$ cat src/rtl/div_sequencer.sv
// div_sequencer: multi-cycle radix-2 restoring divider for RV32M DIV/DIVU/REM/REMU.
module div_sequencer #(
  parameter int XLEN = 32
) (
  input  logic            CLK,
  input  logic            RESET,
  input  logic            START,
  input  logic [2:0]      FUNCT3,
  input  logic [XLEN-1:0] DATA1,
  input  logic [XLEN-1:0] DATA2,
  input  logic            FLUSH,
  output logic            STALL,
  output logic            BUSY,
  output logic            RESULT_VALID,
  output logic [XLEN-1:0] RESULT
);
  localparam int CW = $clog2(XLEN);
  typedef enum logic [1:0] {IDLE, CALC, FIX, DONE} state_t;
  state_t          state_q, state_d;
  logic [CW-1:0]   cnt_q, cnt_d;
  logic [XLEN-1:0] quo_q, quo_d, rem_q, rem_d, dvs_q, dvs_d, result_q, result_d;
  logic            rem_flag_q, rem_flag_d, neg_q_q, neg_q_d, neg_r_q, neg_r_d;
  logic            accept, sgn, d1_neg, d2_neg, div_zero, ovf;
  logic [XLEN:0]   shifted, diff;
  logic [XLEN-1:0] q_fix, r_fix;
  always_comb begin
    accept   = (state_q == IDLE) & START & FUNCT3[2] & ~FLUSH;
    sgn      = ~FUNCT3[0];
    d1_neg   = sgn & DATA1[XLEN-1];
    d2_neg   = sgn & DATA2[XLEN-1];
    div_zero = (DATA2 == '0);
    ovf      = sgn & (DATA1 == {1'b1, {(XLEN-1){1'b0}}}) & (DATA2 == '1);
    shifted  = {rem_q, quo_q[XLEN-1]};
    diff     = shifted - {1'b0, dvs_q};
    q_fix    = neg_q_q ? -quo_q : quo_q;
    r_fix    = neg_r_q ? -rem_q : rem_q;
    state_d    = state_q;
    cnt_d      = cnt_q;
    quo_d      = quo_q;
    rem_d      = rem_q;
    dvs_d      = dvs_q;
    result_d   = result_q;
    rem_flag_d = rem_flag_q;
    neg_q_d    = neg_q_q;
    neg_r_d    = neg_r_q;
    unique case (state_q)
      IDLE: if (accept) begin
        rem_flag_d = FUNCT3[1];
        neg_q_d    = d1_neg ^ d2_neg;
        neg_r_d    = d1_neg;
        if (div_zero | ovf) begin
          // Special cases bypass the iteration and write the architectural result directly
          result_d = FUNCT3[1] ? (div_zero ? DATA1 : '0) : (div_zero ? '1 : DATA1);
          state_d  = DONE;
        end else begin
          quo_d   = d1_neg ? -DATA1 : DATA1;
          dvs_d   = d2_neg ? -DATA2 : DATA2;
          rem_d   = '0;
          cnt_d   = CW'(XLEN - 1);
          state_d = CALC;
        end
      end
      CALC: if (FLUSH) state_d = IDLE;
      else begin
        rem_d   = diff[XLEN] ? shifted[XLEN-1:0] : diff[XLEN-1:0];
        quo_d   = {quo_q[XLEN-2:0], ~diff[XLEN]};
        cnt_d   = cnt_q - 1'b1;
        state_d = (cnt_q == '0) ? FIX : CALC;
      end
      FIX: if (FLUSH) state_d = IDLE;
      else begin
        result_d = rem_flag_q ? r_fix : q_fix;
        state_d  = DONE;
      end
      DONE: state_d = IDLE;
      default: state_d = IDLE;
    endcase
  end
  always_ff @(posedge CLK) begin
    if (RESET) begin
      state_q    <= IDLE;
      cnt_q      <= '0;
      quo_q      <= '0;
      rem_q      <= '0;
      dvs_q      <= '0;
      result_q   <= '0;
      rem_flag_q <= 1'b0;
      neg_q_q    <= 1'b0;
      neg_r_q    <= 1'b0;
    end else begin
      state_q    <= state_d;
      cnt_q      <= cnt_d;
      quo_q      <= quo_d;
      rem_q      <= rem_d;
      dvs_q      <= dvs_d;
      result_q   <= result_d;
      rem_flag_q <= rem_flag_d;
      neg_q_q    <= neg_q_d;
      neg_r_q    <= neg_r_d;
    end
  end
  assign STALL        = accept | (state_q == CALC) | (state_q == FIX);
  assign BUSY         = (state_q != IDLE);
  assign RESULT_VALID = (state_q == DONE);
  assign RESULT       = result_q;
endmodule
$ cat config.mk
export PLATFORM = sky130hd
export DESIGN_NAME = div_sequencer
export DESIGN_NICKNAME = d
export VERILOG_FILES = /design/src/rtl/div_sequencer.sv
export SDC_FILE = /design/constraint.sdc
export NUM_CORES = 1
export LEC_CHECK = 0
export ABC_AREA = 1
export CORE_MARGIN = 2
export CORE_UTILIZATION = 45
export DETAILED_ROUTE_END_ITERATION = 12
export GPL_TIMING_DRIVEN = 0
export PLACE_DENSITY = 0.62
export SKIP_CTS_REPAIR_TIMING = 1
export SYNTH_ARGS = -nofsm -noshare
export SYNTH_HDL_FRONTEND = slang
export SYNTH_SLANG_ARGS = --single-unit
$ cat constraint.sdc
create_clock -name CLK -period 3.8 [get_ports CLK]
set_clock_uncertainty 0.15 [all_clocks]
set_input_delay 0.38 -clock CLK [delete_from_list [all_inputs] [get_ports CLK]]
set_output_delay 0.38 -clock CLK [all_outputs]
set_load 0.1 [all_outputs]
# ---- Word level (Yosys, flattened, before mapping)
# Index checks and enable logic that the tools add are counted.
dict set report classes {
  muxes 31
  multipliers 0
  addsub 6
  n_shift 0
  n_eq_ne 10
  order_cmp 0
  div_mod_pow 0
  reduce_logical 10
  bitwise 15
}
# cell count
set ops {}
lappend ops {{32-bit two-way mux} 18}
lappend ops {{32-bit case mux with 2 select lines} 3}
lappend ops {{32-bit negator} 4}
lappend ops {{32-bit equality test (second input constant)} 2}
lappend ops {{33-bit by 32-bit subtractor with 33-bit output} 1}
lappend ops {{32-bit zero test} 1}
lappend ops {{5-bit two-way mux} 3}
lappend ops {{2-bit two-way mux} 5}
lappend ops {{5-bit case mux with 2 select lines} 1}
lappend ops {{2-bit != test (second input constant)} 4}
lappend ops {{2-bit case mux with 4 select lines} 1}
lappend ops {{4-bit AND reduction} 2}
lappend ops {{1-bit AND} 7}
lappend ops {{2-bit nonzero test} 3}
lappend ops {{5-bit zero test} 1}
lappend ops {{5-bit by 1-bit subtractor with 5-bit output (second input constant)} 1}
lappend ops {{2-bit equality test (second input constant)} 2}
lappend ops {{1-bit inverter} 4}
lappend ops {{1-bit OR} 3}
lappend ops {{3-bit AND reduction} 1}
lappend ops {{2-bit by 1-bit equality test with 1-bit output (second input constant)} 1}
lappend ops {{2-bit zero test} 1}
lappend ops {{2-bit by 1-bit != test with 1-bit output (second input constant)} 1}
lappend ops {{2-bit AND reduction} 1}
lappend ops {{1-bit bitwise XOR} 1}
dict set report totals {
  ramBits 0
  mem_count 0
  register_bits 138
  latchBits 0
  mem_bits_ro 0
}

# ---- Logic depth before layout (Yosys ltp)
dict set report logic_depth {
  ltp_word 7
  mapped_depth 18
}

# ---- Least setup slack after synthesis
# OpenSTA, ideal clock, no wires.
dict set report synth_path {
  path_type {register -> output}
  startpoint {register state_q[0]}
  endpoint {output port STALL}
  stages_incl_launch_ff 4
  required_ns 3.270
  arrival_ns 3.074
  path_slack_ns 0.196
  path_cell_list {dfxtp_1 -> nand2_1 -> inv_1 -> o21ai_0}
}
dict set report synth_via {
  elab_chain_len 6
  elab_cells_between_ends 8
  cone_classes {eq/ne: 2; bitwise: 5; reduce/logical: 1}
}
# element line
set synth_rtl {}
lappend synth_rtl {{from (decl)} 19} ;# state_t state_q, state_d;
lappend synth_rtl {{from (signal assigned)} 91} ;# state_q <= state_d;
lappend synth_rtl {{2-bit zero test} 27} ;# accept = (state_q == IDLE) & START & FUNCT3[2] & ~FLUSH;
lappend synth_rtl {{1-bit AND (3 in series)} 27}
lappend synth_rtl {{1-bit OR} 102} ;# assign STALL = accept | (state_q == CALC) | (state_q == FIX);
lappend synth_rtl {{1-bit OR *} 102}
lappend synth_rtl {{to (decl)} 12} ;# output logic STALL,
# Every way passes the cells marked *; elsewhere a longest branch is shown, timed or not.

# ---- Final worst setup path
dict set report layout_path {
  startpoint {register quo_q[31]}
  endpoint {register rem_q[4]}
}
dict set report layout_via {
  elab_chain_len 4
}
# element line
set layout_rtl {}
lappend layout_rtl {{from (decl)} 21} ;# logic [XLEN-1:0] quo_q, quo_d, rem_q, rem_d, dvs_q, dvs_d, result_q, result_d;
lappend layout_rtl {{from (signal assigned)} 93} ;# quo_q <= quo_d;
lappend layout_rtl {{33-bit by 32-bit subtractor with 33-bit output} 34} ;# diff = shifted - {1'b0, dvs_q};
lappend layout_rtl {{32-bit two-way mux} 65} ;# rem_d = diff[XLEN] ? shifted[XLEN-1:0] : diff[XLEN-1:0];
lappend layout_rtl {{32-bit two-way mux} 63} ;# CALC: if (FLUSH) state_d = IDLE;
lappend layout_rtl {{32-bit case mux with 2 select lines} 46} ;# unique case (state_q)
lappend layout_rtl {{to (signal assigned)} 94} ;# rem_q <= rem_d;
lappend layout_rtl {{to (decl)} 21}
# No other way between the ends. The select of a mux whose other input is x is not followed.
# A chain may end at the register's enable or synchronous reset.

==> results.md <==
- Worst-path clk slew: ~70 ps
- Post-synthesis cell count: 2406
- Sequential area share after synthesis: between 20% and 30%
- Total core area: approximately 29000 µm²
- Top cell type by total area after synthesis: nand2_1
- Post-synth EDFFs: 0
- Clock sink count: roughly 140
- Worst-Skew Late Latency: 440 ps
- Power density over the cells: approximately 320 nW/µm²
- Worst relative slew slack: 31.1%
- CTS H-Tree Depth: 4
- Remaining DRCs: 0
- Area Growth Syn to Fin: 16.0%
- Leakage: between 0.007 and 0.008 µW
- Via/cell ratio: ~5.6
- Netlist cell types: 40
- Die height: around 180 µm
- Max_cap viols: 0
- Total CTS buffers: 17
- Clk pwr share: around 36%
- Largest net degree at the start of global routing: 17
- Initial antenna violation count: 1
- First-pass GRT wire length: about 85000 µm
- RSZ-0062 raised after global routing: no
- Combinational share of power: approximately a third
- Multi-input logic area: approximately 8900 µm²
- Cell area after synthesis: around 13000 µm²
- Final period utilization: 86.9%
- Final hold violations: 0
- Pwr Total: 4930 µW
- Ys Warns: 0
- Commonest register cell after synthesis: dfxtp_1
- Row count: slightly above 60
- Die area: 30800 µm²
- TNS Setup: 0 ps
- Max Fclk: 0.303 GHz
- Switching share of power: 39.3%
- CP Class: reg -> reg
- I/O pins: 106
- Period minus WS final: about 3300 ps
- Initial drt markers: ~2100
- Top post-synthesis cells by area: nand2_1 21%, dfxtp_1 21%, nand3_1 9.9%, inv_1 8.4%, nor2_1 7.9%
- P_sw: slightly below 2000 µW
- Global route overflow: 0
- Power Internal: ~3000 µW
- Tightest Pin Transition: 1030 ps
- # fillers: 3122
- Arr. time, crit path: between 3000 and 4000 ps
- Worst Hold Slack: roughly 320 ps
- All-Layer GR Usage: a little over a third
- WP data required: roughly 4000 ps
- CP endpoint kind: flip-flop
- Share of cells above drive strength 1: approximately 4.1%
- Synth Register Bits: between 100 and 150
- Critical path fanouts, max: 10
- Chip Width: 175 µm
- ANT nets after route: 0
- Via count: between 15000 and 20000
- First-pass iteration count of the detailed router: 9
- VDD IR max: ~0.32 mV
- Port bufs: around 100
- Vias in the first global route: between 10000 and 15000
- Status: finished clean
- HPWL after DPL: about 46000 µm
- Register area: ~2800 µm²
- Layout Nets: around 2600
- Syn_nets: about 2500
- Startpoint types: flip-flop
- Sequential power share: 31.6%
- Antenna cells: 0
- Final Setup Violations: 0
- Gpl congestion: between 0.9 and 1
- Post-Syn Area per Cell: approximately 5.5 µm²
- Top cell type's share of synthesized area: around a fifth
- Routed WL per cell: 19.0 µm
- Starting density of the core: ~46%
- Routed WL: about 56000 µm
- CTS tree: built
- Synth async-reset ratio: 0%
- Hold WC Path Type: reg -> reg
- Max Buffers Root-to-Sink: 2
- Root Buffer: clkbuf_16
- Final Max Tran Viols: 0
## cell usage after synthesis (2+ instances only)
library cell    n
buf_6           6
nor3_1         30
buf_4           7
and2_1          6
o21ai_0       159
a21o_1          2
ha_1           38
nor2_1        279
o21bai_1        7
o211ai_1       16
a21oi_1       161
o22ai_1         5
nand2_2         4
o21ai_1         6
nand4_1        39
nor2_4          3
maj3_1          4
xnor2_1        20
buf_1           8
nand2_1       750
buf_2          22
dfxtp_1       138
xor2_1         41
clkbuf_1       49
o31ai_1         3
inv_2           6
a211oi_1        2
nand3_2         4
nor2_2         11
clkinv_1        3
nand3_1       262
nor4_1          2
nand3b_1        6
inv_1         295
or2_2           7
## layout by cell type, fill, tap and decap left out, drive strengths merged, types with 16 or more instances in the layout
cell type	Yosys	layout
o21ai	165	165
xor2	41	41
o211ai	16	16
a21oi	161	161
nand3	266	266
dfxtp	138	138
inv	301	311
ha	38	38
nor3	31	31
clkbuf	49	66
xnor2	20	20
nand4	40	40
nand2	754	754
clkdlybuf4s50	0	104
nor2	293	293
buf	43	43
## per-layer routing
metal  share of wire, %  global-route usage [%]  wire length, µm  vias to the layer above
met2                 40                    51.2            22100                      841
met4                2.6                    9.95             1470                        0
met3                 10                    7.49             5810                       93
li1                   -                       -                -                     7974
met1                 47                    53.9            26100                     7430
met5                  0                       0                0                        -
## cell families (layout without fill, tap and decap cells)
kind of cell               count (synthesis)  in the layout  share of synthesized area (%)
and+or+nand+nor                         1406           1406                           44.7
adders and majority gates                 43             43                           4.05
buffers and inverters                    396            532                           12.0
AOI/OAI and AO/OA                        362            362                           14.3
xor gates and xnor gates                  61             61                           4.04
DFF                                      138            138                           20.9
## critical path: stages, from the launching register on
cell     delay [ps]
dfxtp_1         310
inv_1           140
ha_1            270
fa_1            440
inv_1           180
nand2_1          80
nand2_1          80
nand3_1         110
nand2_1         150
nand2_1          60
nand2_1         110
nand2_1         110
nand2_1         100
nand2_1         120
nand2_1         200
buf_2           290
nand2_1         100
nand3_1          90
a21oi_1          70
## sequential cells by signal (all words and copies together), names as in the netlist
| register | flops |
|---|---|
| state_q | 2 |
| neg_q_q | 1 |
| RESULT | 32 |
| rem_q | 32 |
| cnt_q | 5 |
| quo_q | 32 |
| neg_r_q | 1 |
| dvs_q | 32 |
| rem_flag_q | 1 |
## metrics by stage
| step | util [%] | std cells | area [µm²] | worst slack (ps) |
|---|---|---|---|---|
| floorplan | - | 2406 | 13200 | 196 |
| global placement | 51.1 | 2894 | 14800 | 463 |
| detailed placement | 51.1 | 2894 | 14800 | 449 |
| CTS | 53.2 | 2926 | 15400 | 520 |
| global route | 53.2 | 2926 | 15400 | 315 |
| finish | 53.2 | 2926 | 15400 | 498 |
## power groups by stage
stage | Clock, µW | Combinational [µW] | Sequential (µW)
floorplan | 0 | 1030 | 1570
global placement | 0 | 1530 | 1580
detailed placement | 0 | 1540 | 1590
finish | 1780 | 1600 | 1560
global route | 1830 | 1760 | 1560
CTS | 1770 | 1550 | 1550
## path summary, 6_finish.rpt
path | slack (ps) | depth (start not counted) | startpoint | end
max | 500 | 18 | quo_q[31] | rem_q[4]
min | 320 | 2 | quo_q[25] | quo_q[25]
max reg2reg | 500 | 18 | quo_q[31] | rem_q[4]
min reg2reg | 320 | 2 | quo_q[25] | quo_q[25]
## cell type report
cell class,count,share of cell area (%)
Sequential cell,138,18.0
Timing Repair Buffer,104,6.78
Inverter,304,7.43
Buffer,92,2.89
Tap cell,384,3.13
Multi-Input combinational cell,1872,57.9
Clock buffer,17,2.77
Clock inverter,15,1.15
No activity file was read; power rests on OpenSTA's default activity.
